<file path="config.mk">
export PLATFORM = sky130hd
export DESIGN_NAME = way_allocator
export DESIGN_NICKNAME = d
export VERILOG_FILES = /design/src/rtl/way_allocator_pkg.sv /design/src/rtl/empty_way_select.sv /design/src/rtl/lru_matrix.sv /design/src/rtl/way_allocator.sv
export SDC_FILE = /design/constraint.sdc
export NUM_CORES = 1
export LEC_CHECK = 0
export BUFFER_PORTS_ARGS = -buffer_cell sky130_fd_sc_hd__buf_2
export CAP_MARGIN = 20
export CORE_MARGIN = 2
export CORE_UTILIZATION = 50
export CTS_CLUSTER_DIAMETER = 30
export DETAILED_ROUTE_END_ITERATION = 8
export GPL_TIMING_DRIVEN = 0
export PLACE_DENSITY = 0.71
export SYNTH_ARGS = -nofsm -noshare
export SYNTH_HDL_FRONTEND = slang
export SYNTH_HIERARCHICAL = 1
export SYNTH_SLANG_ARGS = --single-unit
</file>
<file path="constraint.sdc">
create_clock -name clock -period 1.81 [get_ports clock]
set_input_delay 0.4525 -clock clock [delete_from_list [all_inputs] [get_ports clock]]
set_output_delay 0.4525 -clock clock [all_outputs]
set_load 0.005 [all_outputs]
</file>
<file path="src/rtl/way_allocator_pkg.sv">
// Shared cache-set definitions: allocator FSM encoding and the LRU matrix reset order.
package way_allocator_pkg;

    localparam logic [1:0] ST_IDLE  = 2'd0;
    localparam logic [1:0] ST_EVICT = 2'd1;
    localparam logic [1:0] ST_GRANT = 2'd2;

    // The reset order is equivalent to touching ways 0..N-1 in sequence.
    // A row is set wherever it was touched after that column's way, so way 0 is LRU.
    function automatic logic lru_reset_bit(input int row, input int col);
        return row > col;
    endfunction

endpackage

</file>
<file path="src/rtl/empty_way_select.sv">
// Picks the lowest-index clear bit of an occupancy vector, one-hot; all zeros when full.
module empty_way_select #(
    parameter int WIDTH = 8
) (
    input  logic [WIDTH-1:0] occupied,
    output logic [WIDTH-1:0] select
);

    // Adding one ripples through the trailing ones and lands on the lowest zero.
    assign select = ~occupied & (occupied + WIDTH'(1));

endmodule

</file>
<file path="src/rtl/lru_matrix.sv">
// Matrix LRU for one set: touching way i sets row i and clears column i; the all-zero row is LRU.
module lru_matrix
    import way_allocator_pkg::*;
#(
    parameter int NUM_WAYS = 8
) (
    input  logic                clock,
    input  logic                reset,
    input  logic                access_valid,
    input  logic [NUM_WAYS-1:0] access_way,
    input  logic                alloc_valid,
    input  logic [NUM_WAYS-1:0] alloc_way,
    output logic [NUM_WAYS-1:0] lru_way
);

    typedef logic [NUM_WAYS-1:0][NUM_WAYS-1:0] matrix_t;

    matrix_t matrix;
    matrix_t after_access;
    matrix_t after_alloc;

    function automatic matrix_t touch(input matrix_t cur, input logic [NUM_WAYS-1:0] way);
        matrix_t nxt;
        for (int i = 0; i < NUM_WAYS; i++) begin
            for (int j = 0; j < NUM_WAYS; j++) begin
                if (way[j])      nxt[i][j] = 1'b0;
                else if (way[i]) nxt[i][j] = 1'b1;
                else             nxt[i][j] = cur[i][j];
            end
        end
        return nxt;
    endfunction

    // Hit access first, then the fill, so a way filled this cycle ends up MRU.
    always_comb begin
        after_access = matrix;
        after_alloc  = matrix;
        if (access_valid) after_access = touch(matrix, access_way);
        after_alloc = after_access;
        if (alloc_valid) after_alloc = touch(after_access, alloc_way);
    end

    // NOTE: the matrix is a handful of flops, not a RAM, so it is reset to a known order
    // and written with non-blocking assignments like any other state.
    always_ff @(posedge clock) begin
        if (!reset) begin
            for (int i = 0; i < NUM_WAYS; i++) begin
                for (int j = 0; j < NUM_WAYS; j++) begin
                    matrix[i][j] <= lru_reset_bit(i, j);
                end
            end
        end else begin
            matrix <= after_alloc;
        end
    end

    always_comb begin
        for (int i = 0; i < NUM_WAYS; i++) begin
            lru_way[i] = ~|matrix[i];
        end
    end

endmodule

</file>
<file path="src/rtl/way_allocator.sv">
// Single-set way allocator: grants free ways directly, otherwise evicts the LRU way first.
module way_allocator
    import way_allocator_pkg::*;
#(
    parameter int NUM_WAYS = 8
) (
    input  logic                clock,
    input  logic                reset,
    input  logic                alloc_valid,
    output logic                alloc_ready,
    output logic [NUM_WAYS-1:0] alloc_way,
    output logic                alloc_evict,
    output logic                evict_valid,
    output logic [NUM_WAYS-1:0] evict_way,
    input  logic                evict_ready,
    input  logic                access_valid,
    input  logic [NUM_WAYS-1:0] access_way,
    input  logic                free_valid,
    input  logic [NUM_WAYS-1:0] free_way,
    output logic [NUM_WAYS-1:0] ways_in_use
);

    logic [1:0]          state;
    logic [1:0]          state_next;
    logic [NUM_WAYS-1:0] victim;
    logic [NUM_WAYS-1:0] free_sel;
    logic [NUM_WAYS-1:0] lru_way;
    logic [NUM_WAYS-1:0] clear_mask;
    logic [NUM_WAYS-1:0] set_mask;
    logic                set_full;
    logic                handshake;

    empty_way_select #(.WIDTH(NUM_WAYS)) u_empty_way_select (
        .occupied (ways_in_use),
        .select   (free_sel)
    );

    lru_matrix #(.NUM_WAYS(NUM_WAYS)) u_lru_matrix (
        .clock        (clock),
        .reset        (reset),
        .access_valid (access_valid),
        .access_way   (access_way),
        .alloc_valid  (handshake),
        .alloc_way    (alloc_way),
        .lru_way      (lru_way)
    );

    assign set_full = &ways_in_use;

    // Outputs are decoded from registered state only; no input reaches an output.
    always_comb begin
        alloc_ready = 1'b0;
        alloc_way   = '0;
        alloc_evict = 1'b0;
        evict_valid = 1'b0;
        evict_way   = '0;
        case (state)
            ST_IDLE: begin
                alloc_ready = ~set_full;
                alloc_way   = free_sel;
            end
            ST_EVICT: begin
                evict_valid = 1'b1;
                evict_way   = victim;
            end
            ST_GRANT: begin
                alloc_ready = 1'b1;
                alloc_way   = victim;
                alloc_evict = 1'b1;
            end
            default: ;
        endcase
    end

    assign handshake  = alloc_valid & alloc_ready;
    assign clear_mask = free_valid ? free_way : '0;
    assign set_mask   = handshake ? alloc_way : '0;

    always_comb begin
        state_next = state;
        case (state)
            ST_IDLE:  if (set_full && alloc_valid) state_next = ST_EVICT;
            ST_EVICT: if (evict_ready)             state_next = ST_GRANT;
            ST_GRANT: if (handshake)               state_next = ST_IDLE;
            default:                               state_next = ST_IDLE;
        endcase
    end

    // Set is applied after clear so a fill wins over a release of the same way.
    always_ff @(posedge clock) begin
        if (!reset) begin
            state       <= ST_IDLE;
            ways_in_use <= '0;
            victim      <= '0;
        end else begin
            state       <= state_next;
            ways_in_use <= (ways_in_use & ~clear_mask) | set_mask;
            if (state == ST_IDLE && set_full && alloc_valid) victim <= lru_way;
        end
    end

endmodule

</file>
==> impl_metrics.env, run 1 <==
export IMPL_synth_distinct_cells=40
export IMPL_clock_skew_ns=0.00820
export IMPL_synth_area_top_cells="sky130_fd_sc_hd__dfxtp_1 45%, sky130_fd_sc_hd__o221ai_1 6.8%, sky130_fd_sc_hd__o221a_2 5.0%"
export IMPL_largest_net_degree_at_the_start_of_global_routing=14
export IMPL_finalWorstPathRequiredPeriod_ns=1.98
export IMPL_p_per_area_nw_per_um2=804
export IMPL_worst_slack_ns=-0.172
export IMPL_worst_slew_pin_slew_ns=0.526
export IMPL_die_area_um2=7950
export IMPL_timing_critical_path_arrival_ns=1.53
export IMPL_clock_tree_htree_level_count=3
export IMPL_timing_setup_critical_path_class="reg2out"
export IMPL_violated_checks="negative setup slack"
export IMPL_grt_pass1_vias=3239
export IMPL_antenna_violating_nets_post_route=0
export IMPL_crit_cells=5
export IMPL_port_buffers=44
export IMPL_rsz0062_at_grt="true"
export IMPL_yosys_warnings=6
export IMPL_worst_ep_required_time_ns=1.36
export IMPL_fp_row_count=31
export IMPL_final_max_slew_viol_count=0
export IMPL_final_hold_viol_count=0
export IMPL_stdcell_area_um2=4820
export IMPL_initialDrtViolationCount=356
export IMPL_routed_wirelength_mm=11.7
export IMPL_place_area_um2=3970
export IMPL_timing_hold_worst_path_depth=3
export IMPL_hp_class="in2reg"
export IMPL_synthToLayoutAreaGrowth_pct=33.0
export IMPL_mappedNetlistNets=378
export IMPL_irDropWorstVdd_uv=552
export IMPL_drcViolationCount=0
export IMPL_globalplace_congestion=0.871
export IMPL_yosys_area_top_type_share=0.453
export IMPL_synthesis_instances=356
export IMPL_slew_headroom=0.649
export IMPL_cts_inserted_buffers=9
export IMPL_p_leak_uw=0.00198
export IMPL_critical_path_n_buffers_inverters=1
export IMPL_dp_hpwl_mm=7.05
export IMPL_crit_path_cell_trace="nand4_4, nor3_2, mux2i_1, nor2_4, buf_2"
export IMPL_nets=462
export IMPL_synth_main_ff_cell="sky130_fd_sc_hd__dfxtp_1"
export IMPL_pin_count=49
export IMPL_max_cap_viol_count=0
export IMPL_synth_area_leader_cell="sky130_fd_sc_hd__dfxtp_1"
export IMPL_cp_end_kind="output pin"
export IMPL_die_width_um=89.2
export IMPL_n_antenna_cell=0
export IMPL_cpPeakStageDelay_ns=0.39
export IMPL_vias_per_cell=6.38
export IMPL_layout_cells_most_common="sky130_fd_sc_hd__dfxtp_1"
export IMPL_cts_tree="yes"
export IMPL_timing_critical_path_fanout_max=5
export IMPL_cp_slowest_cell="sky130_fd_sc_hd__dfxtp_4"
export IMPL_core_area_um2=7140
export IMPL_dr_total_vias=3466
export IMPL_achievable_frequency_ghz=0.505
export IMPL_synth_enable_flop_cells=0
export IMPL_setup_violations=46
export IMPL_route_detailed_wl_per_inst_um=21.5
export IMPL_clock_latency_ns=0.35
export IMPL_timing_reg2reg_worst_path_depth=8
export IMPL_post_synth_instance_area_um2=3630
export IMPL_commonest_non_fill_non_tap_cells_in_the_layout="74 x sky130_fd_sc_hd__dfxtp_1, 49 x sky130_fd_sc_hd__buf_2, 37 x sky130_fd_sc_hd__nand2_1, 29 x sky130_fd_sc_hd__buf_4, 28 x sky130_fd_sc_hd__a21oi_1"
export IMPL_layout_drive_gt1_share=0.421
export IMPL_clk_pin_slew_worst_paths_ns=0.08
export IMPL_antenna_violations_before_repair=0
export IMPL_synth_async_reset_ratio=0
export IMPL_final_min_period_over_clock_period=1.09
export IMPL_synth_yosys_seq_area_share=0.453
export IMPL_dr_pass1_iters=5
export IMPL_critPathLaunchType="register"
export IMPL_timing_critical_path_max_delay_family="simple AND/OR/NAND/NOR gates"
export IMPL_ctsLongestPathBuffers=2
export IMPL_totalPowerFinal_uw=3880
export IMPL_gr_usage_all_layers=0.289
export IMPL_clock_sinks=82
export IMPL_grt_pass1_wl_mm=17.0
export IMPL_grt_overflow_total=0
export IMPL_yosys_register_bits=82
export IMPL_initial_core_util=0.508
export IMPL_run_status="complete, but fails checks"
export IMPL_avgSynthCellArea_um2=10.2
export IMPL_cts_root_buf="sky130_fd_sc_hd__clkbuf_8"
export IMPL_floorplan_die_height_um=89.2
per-stage QoR:
stage          setup WS, ns  utilization  instances  TNS [ns]  hold WS (ns)
6_report             -0.172        0.676        543     -3.11         0.408
5_1_grt              -0.233        0.676        543     -6.07         0.409
4_1_cts              -0.146        0.647        531     -1.82         0.388
3_5_place_dp         -0.277        0.556        499     -8.28         0.420
3_3_place_gp         -0.265        0.556        499     -6.82         0.416
2_1_floorplan        0.0897            -        356         0         0.404
layer usage:
layer	vias to the layer above	track usage	wire [um]
li1	1553	-	-
met1	1714	0.372	4860
met2	172	0.473	5730
met3	27	0.0748	821
met4	0	0.0950	272
met5	-	0	0
final timing paths:
check	endpoint	start	slack [ns]
worst max-delay path	alloc_way[6]	ways_in_use[2]	-0.17
worst min-delay path	state[1]	evict_ready	0.41
worst max register to register	u_lru_matrix/matrix[21]	ways_in_use[0]	-0.12
worst min register to register	u_lru_matrix/matrix[0]	u_lru_matrix/matrix[0]	0.43
cells in the mapped netlist, types with 5 or more instances:
cell and n:
sky130_fd_sc_hd__mux2i_1 16, sky130_fd_sc_hd__a21oi_1 28, sky130_fd_sc_hd__buf_2 7, sky130_fd_sc_hd__buf_6 11, sky130_fd_sc_hd__or4_1 16, sky130_fd_sc_hd__a32o_1 8
sky130_fd_sc_hd__dfxtp_1 82, sky130_fd_sc_hd__and2_1 15, sky130_fd_sc_hd__o221a_2 16, sky130_fd_sc_hd__o221a_1 12, sky130_fd_sc_hd__nand2_1 39, sky130_fd_sc_hd__nor2_1 21
sky130_fd_sc_hd__and3_1 7, sky130_fd_sc_hd__clkbuf_1 5, sky130_fd_sc_hd__o221ai_1 28
registers in the layout (all words and copies together) (netlist names):
name                 cells
state                    2
u_lru_matrix/matrix     64
victim                   8
ways_in_use              8
report_power, final:
part	internal (uW)	total, uW	switching, uW	leakage [uW]
Sequential	1900	1960	59.6	0.000680
Clock	705	1340	634	0.000101
Combinational	299	585	286	0.00120
worst reg2reg max path, stage by stage (launching register included):
cell and delay (ns):
sky130_fd_sc_hd__dfxtp_4 0.39, sky130_fd_sc_hd__buf_4 0.12, sky130_fd_sc_hd__nand3b_1 0.13, sky130_fd_sc_hd__nor3_4 0.22, sky130_fd_sc_hd__nor3_2 0.08, sky130_fd_sc_hd__buf_6 0.16
sky130_fd_sc_hd__bufbuf_16 0.28, sky130_fd_sc_hd__a21boi_4 0.27, sky130_fd_sc_hd__o221a_2 0.24
area by class of cell:
class / count / area, um^2
Fill cell: 570 / 2310
Multi-Input combinational cell: 242 / 1980
Sequential cell: 82 / 1670
Timing Repair Buffer: 77 / 599
Buffer: 26 / 239
Clock buffer: 11 / 151
Tap cell: 99 / 124
Clock inverter: 4 / 51.3
Inverter: 2 / 7.51
logic make-up after synthesis:
| family | share of synthesized area |
|---|---|
| AOI/OAI and AO/OA | 0.267 |
| buffers and inverters | 0.0611 |
| DFF | 0.453 |
| muxes | 0.0442 |
| and+or+nand+nor | 0.175 |
what timing repair did:
item / 4_1_cts / 5_1_grt
endpoints found under the setup margin: 81 / 79
hold buffers: 0 / 0
resized for setup: 53 / 26
pin swaps: 22 / 15
buffers inserted: 16 / 10
gates cloned: 5 / 2
Power figures use the tool's default switching activity.
==> run 2, diff against run 1 <==
--- a/config.mk
+++ b/config.mk
@@ -12,7 +12,7 @@
 export CTS_CLUSTER_DIAMETER = 30
 export DETAILED_ROUTE_END_ITERATION = 8
 export GPL_TIMING_DRIVEN = 0
-export PLACE_DENSITY = 0.71
+export PLACE_DENSITY = 0.7
 export SYNTH_ARGS = -nofsm -noshare
 export SYNTH_HDL_FRONTEND = slang
 export SYNTH_HIERARCHICAL = 1
==> run 2 against run 1 <==
The flow still finishes with violations (negative setup slack); clock-buffer cell count did not move; clock skew grew 0.0012 ns; final cell count decreased by 0.74%; non-clock buffer count is 5 lower; combinational power fell by 8.0%; largest cell class unchanged.
==> impl_metrics.env, run 2 (synthesis results as in run 1) <==
export IMPL_timing_reg2reg_worst_path_depth=8
export IMPL_grt_pass1_wl_mm=16.2
export IMPL_setup_violations=33
export IMPL_hp_class="in2reg"
export IMPL_met2WireLength_mm=5.33
export IMPL_wl_met3_um=756
export IMPL_achievable_frequency_ghz=0.506
export IMPL_slew_headroom=0.652
export IMPL_registers_top_by_ff_count="u_lru_matrix/matrix"
export IMPL_port_buffers=44
export IMPL_worst_slew_pin_slew_ns=0.521
export IMPL_clock_skew_ns=0.00945
export IMPL_largest_net_degree_at_the_start_of_global_routing=14
export IMPL_globalplace_congestion=0.869
export IMPL_final_min_period_over_clock_period=1.09
export IMPL_critPathLaunchType="register"
export IMPL_dp_hpwl_mm=7.05
export IMPL_cts_root_buf="sky130_fd_sc_hd__clkbuf_8"
export IMPL_initialDrtViolationCount=226
export IMPL_routed_wirelength_mm=11.2
export IMPL_worst_ep_required_time_ns=1.36
export IMPL_final_instance_count_excl_fill=539
export IMPL_n_antenna_cell=0
export IMPL_antenna_violating_nets_post_route=0
export IMPL_timing_critical_path_fanout_max=4
export IMPL_dr_total_vias=3363
export IMPL_ctsLongestPathBuffers=2
export IMPL_cts_inserted_buffers=9
export IMPL_worst_slack_ns=-0.166
export IMPL_layout_drive_gt1_share=0.427
export IMPL_grt_pass1_vias=3036
export IMPL_commonest_non_fill_non_tap_cells_in_the_layout="73 x sky130_fd_sc_hd__dfxtp_1, 49 x sky130_fd_sc_hd__buf_2, 36 x sky130_fd_sc_hd__nand2_1, 28 x sky130_fd_sc_hd__a21oi_1, 22 x sky130_fd_sc_hd__buf_4"
export IMPL_layout_cells_most_common="sky130_fd_sc_hd__dfxtp_1"
export IMPL_route_detailed_wl_per_inst_um=20.7
export IMPL_cp_end_kind="output pin"
export IMPL_vias_per_cell=6.24
export IMPL_final_hold_viol_count=0
export IMPL_run_status="complete, but fails checks"
export IMPL_max_cap_viol_count=0
export IMPL_rsz0062_at_grt="true"
export IMPL_floorplan_die_height_um=89.2
export IMPL_gr_usage_all_layers=0.273
export IMPL_initial_core_util=0.508
export IMPL_dr_pass1_iters=5
export IMPL_pin_count=49
export IMPL_final_max_slew_viol_count=0
export IMPL_final_core_util=0.669
export IMPL_dp_cells=499
export IMPL_p_per_area_nw_per_um2=822
export IMPL_timing_setup_critical_path_class="reg2out"
export IMPL_highest_layer="met4"
export IMPL_layout_top_registers="u_lru_matrix/matrix x64, victim x8, ways_in_use x8"
export IMPL_metal_1_wl_mm=4.96
export IMPL_clock_latency_ns=0.35
export IMPL_place_area_um2=3970
export IMPL_drcViolationCount=0
export IMPL_timing_hold_worst_path_depth=3
export IMPL_final_hold_slack_ns=0.400
export IMPL_clock_tree_htree_level_count=3
export IMPL_nets=457
export IMPL_synthToLayoutAreaGrowth_pct=31.7
export IMPL_antenna_violations_before_repair=0
export IMPL_clk_pin_slew_worst_paths_ns=0.09
export IMPL_largest_register_ffs=64
export IMPL_fillerInstances=566
export IMPL_violated_checks="negative setup slack"
export IMPL_timing_critical_path_arrival_ns=1.52
export IMPL_die_area_um2=7950
export IMPL_irDropWorstVdd_uv=482
export IMPL_p_leak_uw=0.00194
export IMPL_finalWorstPathRequiredPeriod_ns=1.98
export IMPL_stdcell_area_um2=4780
export IMPL_core_area_um2=7140
export IMPL_cts_tree="yes"
export IMPL_fp_row_count=31
export IMPL_clock_sinks=82
export IMPL_fin_tns_setup_ns=-1.43
export IMPL_grt_overflow_total=0
export IMPL_die_width_um=89.2
-- run 2: changes by cell type in the layout (fill, tap and decap cells not counted), sizes merged --
cell / previous run / this run
buf: 94 / 91
bufbuf: 4 / 0
bufinv: 1 / 2
clkbuf: 16 / 18
clkinv: 2 / 3
clkinvlp: 1 / 0
-- run 2: repair_timing --
action / in CTS / in global routing
endpoints found under the setup margin: 80 / 80
endpoints found under the hold margin: 0 / 0
hold buffers: 0 / 0
buffers inserted: 13 / 9
pin swaps: 10 / 16
gates cloned: 0 / 4
resized for setup: 27 / 75
-- run 2: worst paths after layout --
kind	startpoint	end	slack [ns]
worst max-delay path	ways_in_use[1]	alloc_way[7]	-0.17
worst min-delay path	evict_ready	state[1]	0.40
worst max register to register	ways_in_use[2]	u_lru_matrix/matrix[28]	-0.07
worst min register to register	u_lru_matrix/matrix[0]	u_lru_matrix/matrix[0]	0.43
-- run 2: final cells by class --
cell class                      count  area, um^2  area share
Buffer                             28         280      0.0587
Inverter                            2        7.51     0.00157
Clock inverter                      5        78.8      0.0165
Timing Repair Buffer               70         463      0.0969
Tap cell                           99         124      0.0259
Clock buffer                       11         131      0.0275
Multi-Input combinational cell    242        2020       0.424
Sequential cell                    82        1670       0.349
-- run 2: critical path, cell delays in order (launching register included) --
cell                      delay, ns
sky130_fd_sc_hd__dfxtp_4       0.39
sky130_fd_sc_hd__nand4_4       0.15
sky130_fd_sc_hd__nor4b_4       0.25
sky130_fd_sc_hd__mux2i_2       0.12
sky130_fd_sc_hd__nor2_2        0.13
sky130_fd_sc_hd__buf_2         0.13
-- run 2: report_power, final --
group	internal [uW]	leakage, uW	switching (uW)
logic	256	0.00115	281
clock network	777	0.000107	657
registers	1900	0.000681	57.2
total	2930	0.00194	995
-- run 2: metrics by stage --
step           setup slack, ns  power (uW)
4_1_cts                 -0.124        3830
3_5_place_dp            -0.299        2410
6_report                -0.166        3930
2_1_floorplan           0.0897        2270
5_1_grt                 -0.210        4070
3_3_place_gp            -0.228        2400
-- run 2: per-layer routing --
| metal | vias up | track usage |
|---|---|---|
| met5 | - | 0 |
| met3 | 10 | 0.0693 |
| li1 | 1539 | - |
| met2 | 130 | 0.422 |
| met4 | 0 | 0.0692 |
| met1 | 1684 | 0.384 |
